### src/rtl/stat_display.sv
// stat_display: shows one of four 32-bit statistics counters on an 8-digit
// multiplexed seven-segment display.
//
// Ports:
//   clk, rst           clock (posedge), asynchronous active-high reset
//   j_cnt/r_cnt/i_cnt  instruction-class counters
//   cyc_cnt            total cycle counter
//   sel_next           step button (level; rising edge steps sel)
//   refresh            re-convert the current selection while high
//   sel                selected counter: 0=J 1=R 2=I 3=Cycles
//   busy               binary-to-BCD conversion in progress
//   valid              bcd holds a completed conversion
//   bcd                10 BCD digits, [3:0]=units
//   ovf                value >= 100_000_000 (top two digits not displayed)
//   an                 digit enables, active-low one-hot, an[0]=units
//   seg                segments {g,f,e,d,c,b,a}, active-low
module stat_display #(
  parameter int unsigned SCAN_DIV = 16
) (
  input  logic        clk,
  input  logic        rst,
  input  logic [31:0] j_cnt,
  input  logic [31:0] r_cnt,
  input  logic [31:0] i_cnt,
  input  logic [31:0] cyc_cnt,
  input  logic        sel_next,
  input  logic        refresh,
  output logic [1:0]  sel,
  output logic        busy,
  output logic        valid,
  output logic [39:0] bcd,
  output logic        ovf,
  output logic [7:0]  an,
  output logic [6:0]  seg
);

  localparam int unsigned PW = (SCAN_DIV > 1) ? $clog2(SCAN_DIV) : 1;

  typedef enum logic {IDLE, CONV} state_t;

  state_t          state_q, state_d;
  logic [1:0]      sel_q, sel_d;
  logic            sel_next_q;
  logic            pending_q, pending_d;
  logic [31:0]     bin_q, bin_d;
  logic [39:0]     acc_q, acc_d;
  logic [4:0]      it_q, it_d;
  logic [39:0]     bcd_q, bcd_d;
  logic            valid_q, valid_d;
  logic            ovf_q, ovf_d;
  logic [PW-1:0]   presc_q, presc_d;
  logic [2:0]      idx_q, idx_d;

  logic            edge_det, req;
  logic [39:0]     acc_adj, acc_sh;
  logic [31:0]     bin_sh;
  logic [3:0]      nib;
  logic [3:0]      digit;
  logic [31:0]     upper;
  logic            blank;

  always_ff @(posedge clk or posedge rst) begin
    if (rst) begin
      state_q    <= IDLE;
      sel_q      <= '0;
      sel_next_q <= 1'b0;
      pending_q  <= 1'b1;
      bin_q      <= '0;
      acc_q      <= '0;
      it_q       <= '0;
      bcd_q      <= '0;
      valid_q    <= 1'b0;
      ovf_q      <= 1'b0;
      presc_q    <= '0;
      idx_q      <= '0;
    end else begin
      state_q    <= state_d;
      sel_q      <= sel_d;
      sel_next_q <= sel_next;
      pending_q  <= pending_d;
      bin_q      <= bin_d;
      acc_q      <= acc_d;
      it_q       <= it_d;
      bcd_q      <= bcd_d;
      valid_q    <= valid_d;
      ovf_q      <= ovf_d;
      presc_q    <= presc_d;
      idx_q      <= idx_d;
    end
  end

  // Double-dabble step: add 3 to every nibble >= 5, then shift {acc,bin} left.
  always_comb begin
    acc_adj = '0;
    nib     = '0;
    for (int unsigned k = 0; k < 10; k++) begin
      nib = acc_q[k*4 +: 4];
      acc_adj[k*4 +: 4] = (nib >= 4'd5) ? nib + 4'd3 : nib;
    end
    acc_sh = {acc_adj[38:0], bin_q[31]};
    bin_sh = {bin_q[30:0], 1'b0};
  end

  always_comb begin
    edge_det  = sel_next & ~sel_next_q;
    req       = edge_det | refresh;
    sel_d     = sel_q + {1'b0, edge_det};
    state_d   = state_q;
    pending_d = pending_q;
    bin_d     = bin_q;
    acc_d     = acc_q;
    it_d      = it_q;
    bcd_d     = bcd_q;
    valid_d   = valid_q;
    ovf_d     = ovf_q;
    case (state_q)
      IDLE: begin
        // Snapshot uses the post-increment selection so a same-cycle step is honoured.
        if (pending_q | req) begin
          case (sel_d)
            2'd0:    bin_d = j_cnt;
            2'd1:    bin_d = r_cnt;
            2'd2:    bin_d = i_cnt;
            default: bin_d = cyc_cnt;
          endcase
          acc_d     = '0;
          it_d      = '0;
          pending_d = 1'b0;
          state_d   = CONV;
        end
      end
      CONV: begin
        pending_d = pending_q | req;
        acc_d     = acc_sh;
        bin_d     = bin_sh;
        it_d      = it_q + 5'd1;
        if (it_q == 5'd31) begin
          bcd_d   = acc_sh;
          ovf_d   = |acc_sh[39:32];
          valid_d = 1'b1;
          state_d = IDLE;
        end
      end
      default: state_d = IDLE;
    endcase
  end

  always_comb begin
    presc_d = presc_q + PW'(1);
    idx_d   = idx_q;
    if (presc_q == PW'(SCAN_DIV - 1)) begin
      presc_d = '0;
      idx_d   = idx_q + 3'd1;
    end
  end

  // A digit is a leading zero when it and every displayed digit above it are zero.
  always_comb begin
    digit = bcd_q[{idx_q, 2'b00} +: 4];
    upper = bcd_q[31:0] >> {idx_q, 2'b00};
    blank = !ovf_q && (idx_q != 3'd0) && (upper == 32'd0);
    if (!valid_q || blank) begin
      seg = 7'h7F;
    end else begin
      case (digit)
        4'd0:    seg = 7'h40;
        4'd1:    seg = 7'h79;
        4'd2:    seg = 7'h24;
        4'd3:    seg = 7'h30;
        4'd4:    seg = 7'h19;
        4'd5:    seg = 7'h12;
        4'd6:    seg = 7'h02;
        4'd7:    seg = 7'h78;
        4'd8:    seg = 7'h00;
        4'd9:    seg = 7'h10;
        default: seg = 7'h7F;
      endcase
    end
  end

  assign sel   = sel_q;
  assign busy  = (state_q == CONV);
  assign valid = valid_q;
  assign bcd   = bcd_q;
  assign ovf   = ovf_q;
  assign an    = ~(8'b1 << idx_q);

endmodule
### config.mk
export PLATFORM = sky130hd
export DESIGN_NAME = stat_display
export DESIGN_NICKNAME = d
export VERILOG_FILES = /design/src/rtl/stat_display.sv
export SDC_FILE = /design/constraint.sdc
export NUM_CORES = 1
export LEC_CHECK = 0
export ABC_CLOCK_PERIOD_IN_PS = 6300
export BUFFER_PORTS_ARGS = -buffer_cell sky130_fd_sc_hd__buf_2
export CAP_MARGIN = 20
export CELL_PAD_IN_SITES_DETAIL_PLACEMENT = 0
export CELL_PAD_IN_SITES_GLOBAL_PLACEMENT = 1
export CORE_MARGIN = 10
export CORE_UTILIZATION = 35
export CTS_BUF_LIST = sky130_fd_sc_hd__clkbuf_4
export DETAILED_ROUTE_END_ITERATION = 8
export HOLD_SLACK_MARGIN = 0.15
export PLACE_DENSITY = 0.69
export SKIP_CTS_REPAIR_TIMING = 1
export SKIP_LAST_GASP = 1
export SYNTH_ARGS = -nofsm -noshare
export SYNTH_HDL_FRONTEND = slang
export SYNTH_SLANG_ARGS = --single-unit
### constraint.sdc
create_clock -name clk -period 6.3 [get_ports clk]
set_input_delay 1.575 -clock clk [delete_from_list [all_inputs] [get_ports clk]]
set_output_delay 1.575 -clock clk [all_outputs]
set_load 0.02 [all_outputs]
; Word-level counts from Yosys, hierarchy flattened
; Memories as Yosys holds them, arrays and structs flattened.
; Index checks and enable logic that the tools add are counted.
[classes]
add_sub_neg = 14
magnitude_cmp = 10
eq_ne = 5
n_shift = 3
n_mux = 24
bitwise_logic = 6
reduce_logical = 10
[ops]
columns = op, count
row1 = $pmux W32 S3, 1
row2 = $pmux W40 S2, 1
row3 = $pmux W32 S2, 1
row4 = $ge A4 B3 Y1 const B, 10
row5 = $mux W4, 10
row6 = $mux W40, 1
row7 = $shiftx A40 B6 Y4, 1
row8 = $add A4 B2 Y4 const B, 9
row9 = $logic_not A32 Y1, 1
row10 = $mux W32, 1
row11 = $shr A32 B5 Y32, 1
row12 = $pmux W5 S2, 1
row13 = $not A8 Y8, 1
row14 = $reduce_or A8 Y1, 1
row15 = $shl A1 B3 Y8 const A, 1
row16 = $mux W7, 1
row17 = $add A5 B1 Y5 const B, 1
row18 = $eq A5 B5 Y1 const B, 1
row19 = $mux W5, 1
row20 = $add A4 B1 Y4 const B, 1
row21 = $eq A4 B4 Y1 const B, 1
row22 = $pmux W1 S2, 2
row23 = $add A3 B1 Y3 const B, 1
row24 = $add A3 B2 Y3 const B, 1
row25 = 15 further kinds, 21
[word_totals]
regBits = 131
rom_bits = 112
inputBits = 132
word_cells = 85
n_memories = 1
[memory_table]
columns = memory, depth, width, read_ports, rd_clocked_by_memory_dff, wr, line_no
row1 = (no name shown), 16, 7, 1, 0, 0, 165  ; case (digit)

; Depth between registers and ports, before layout
[depth]
word_depth = 7
depth_mapped = 10
mapped_depth_nobuf = 8

; Least setup slack after synthesis
; OpenSTA, ideal clock, no wires.
[synth_timing]
path_type = reg2out
from = register idx_q[0]
to = output seg[0]
arrival_ps = 2667
slack_ps = 2058
stages_incl_launch_ff = 9
path_buffers = 1
cell_sequence = dfrtp_1 buf_2 mux4_2 mux2i_1 ha_1 nor2b_1 o2111ai_1 o31a_1 o21ai_1
[synth_via]
elab_chain_len = 5
word_cells_on_any_way = 9
classes_between = shift (2) / mux (1) / reduce/logical (5) / memory (1)
[synth_rtl]
columns = item, line_no
row1 = "start, declared", 52  ; logic [2:0] idx_q, idx_d;
row2 = "start signal, assigned", 88  ; idx_q <= idx_d;
row3 = "parallel branches: the longest is 4 deep, another holds $mem_v2 Z16 W7", -
row4 = $mux W7 *, 162  ; if (!valid_q || blank) begin
row5 = "end, declared", 34  ; output logic [6:0] seg
; Every way passes the cells marked *.

; Worst setup path in the final report
[layout_timing]
from = register idx_q[1]
to = output seg[1]
; The elaborated chain is that of the path after synthesis.

==> qor.csv <==
metric,value,unit
status,finished clean,
DR iter-0 viols,341,
Chip Width,169,um
DP Area,0.00901,mm2
syn_nets,912,
Avg Synthesized Cell Area,10.5,um2
Hold/Removal Path Class,reg2reg,
Max Cap Viol,0,
DRT Pass-1 Iters,6,
Synth top area share,41.6,%
drc violations,0,
total clock buffers created by CTS,17,
clock-pin slew on the worst setup and hold paths,0.13,ns
slew of the pin with the lowest slew margin,1.08,ns
pwr/cell area,479,mW/mm2
Num Clock Sinks,131,
GPL Wtd Cong,0.886,
placed cells,1181,
cell taking the most area after synthesis,dfrtp_1,
Non-Filler Instances,1214,
Final Cell Area,0.00934,mm2
clk root buf,clkbuf_4,
Worst Hold Path EP,bcd[35],
setup tns final,0,ns
Post-synth EDFFs,0,
Routed Wire Length,20.9,mm
Fin Clk Skew,0.0229,ns
Final Hold Viols,0,
final worst-path cycle share,84.9,%
Leak,4.63,nW
Slew Limit Fails,0,
sequential share of the synthesized area,41.9,%
WHS,0.492,ns
met1 Usage GRT,19.4,%
Commonest cells post-synth,"dfrtp_1, nand2_1, o21ai_0, mux2i_1, mux4_2",
H-tree levels,4,
WL per Instance,17.2,um
die area,0.0287,mm2
IO Port Bufs,191,
vias per cell,5.15,
Clock Latency Late Sink,0.53,ns
Crit path required time,4.72,ns
met3 usage,5.53,%
Vias,6252,
fin crit period,5.35,ns
post-synthesis async set-or-reset flop share,100,%
I/O pins,192,
"Setup violations, final",0,
Total Routing Usage GR,14.6,%
DPL Wire Length,15.6,mm
unrepaired setup endpoints after global routing,false,
vias in the first global route,6396,
row count,54,
fin nets,1087,
R2R setup slack,3.84,ns
Crit Path Class,reg2out,
"top cells by area, synth","dfrtp_1, mux4_2, mux2i_1, nand2_1, o21ai_0",
Area Overhead vs Synth,19.5,%
Yosys cell types,44,
Initial Util,35.7,%
Mapped Cells,745,
Most Crowded Layer GR,met2,
WHS Path Cells,2,
Worst EP arrival,3.78,ns
initial antenna violation count,1,
gr ovfl total,0,
Mapped Area,0.00782,mm2
RR Endpoint,it_q[0],
critical path peak fanout,18,
Worst Setup End Kind,output port,
share of cells above drive strength 1,31.7,%
chip height,169,um
yosys warns,0,
remaining antenna violation count,0,
Yosys reg bits,131,
largest net degree at the start of global routing,92,
min-delay src,bcd[35],
cells on worst reg2reg path,3,
f_max,187,MHz
Core Box Area,0.0219,mm2
first-pass GRT wire length,34.3,mm
Critical path origin,idx_q[1],
crit path launch type,flip-flop,
ys flop type,dfrtp_1,
Slew HR,28.0,%
Clock Tree Buf Depth,2,
RR Startpoint,busy,
CTS tree,done,
"IR drop worst, VDD",0.000213,V
GR Layer Usage met2,22.3,%
==> cells by family (layout without fill, tap and decap cells) <==
logic type	after synthesis	after routing	synth area share, %
compound gates	151	151	10.6
xor+xnor	15	15	1.68
fa+ha+maj	35	35	5.60
buf+inv	74	262	3.86
flops	131	131	41.9
mux	128	128	23.6
other cells	0	1	0
simple gates	211	211	12.7
==> final cells by class <==
cell class | count | area, um2
Fill cell | 2177 | 12500
Multi-Input combinational cell | 540 | 4250
Sequential cell | 131 | 3280
Timing Repair Buffer | 197 | 1000
Tap cell | 280 | 350
Clock inverter | 13 | 183
Clock buffer | 19 | 143
Inverter | 33 | 129
Antenna cell | 1 | 2.50
==> state kept, by name, summed over array words and instances (netlist names) <==
name,flops
bin_q,32
pending_q,1
sel_next_q,1
sel,2
presc_q,4
bcd,40
busy,1
ovf,1
acc_q,40
valid,1
it_q,5
idx_q,3
==> worst max-delay path by stage <==
stage                          end  slack (ns)  cells after the start
after floorplan           acc_q[0]        1.23                      1
after global placement      seg[1]        1.53                      8
after detailed placement    seg[1]        1.50                      8
after CTS                   seg[1]        0.88                      8
after global routing        seg[2]        0.62                      8
final                       seg[1]        0.95                      8
==> cells in the final DEF (no fill, tap or decap), drive strengths merged, types with 11 or more instances in the layout <==
cell | synthesis | final
a21oi | 32 | 32
buf | 15 | 197
clkbuf | 26 | 19
dfrtp | 130 | 130
ha | 35 | 35
inv | 33 | 34
mux2 | 17 | 17
mux2i | 68 | 68
mux4 | 43 | 43
nand2 | 130 | 130
nand2b | 12 | 12
nor3b | 25 | 25
nor4 | 11 | 11
o21ai | 96 | 96
xnor2 | 13 | 13
==> report_power, final <==
part           internal [mW]  total, mW  switching, mW
clock                  0.323      0.649          0.326
combinational           1.05       2.27           1.23
sequential              1.18       1.55          0.373
==> through the flow <==
step / power (mW) / util (%) / setup slack [ns]
final: 4.47 / 42.7 / 0.950
after global placement: 3.85 / 41.2 / 1.53
after floorplan: 3.20 / - / 1.23
after CTS: 4.54 / 42.7 / 0.876
after detailed placement: 3.88 / 41.2 / 1.50
after global routing: 4.89 / 42.7 / 0.625
==> routing by layer <==
metal,routed length [um],vias up
met2,9360,199
met4,214,0
met5,0,-
li1,-,3031
met1,9610,3005
met3,1680,17
==> critical path, cell delays in order (launching register included) <==
cell and delay, ns:
dfrtp_1 0.77, mux4_1 0.68, mux2i_1 0.56, ha_1 0.28
nor2b_1 0.15, o2111ai_1 0.12, o31a_1 0.34, o22ai_2 0.16
buf_2 0.18
Power figures use the tool's default switching activity.
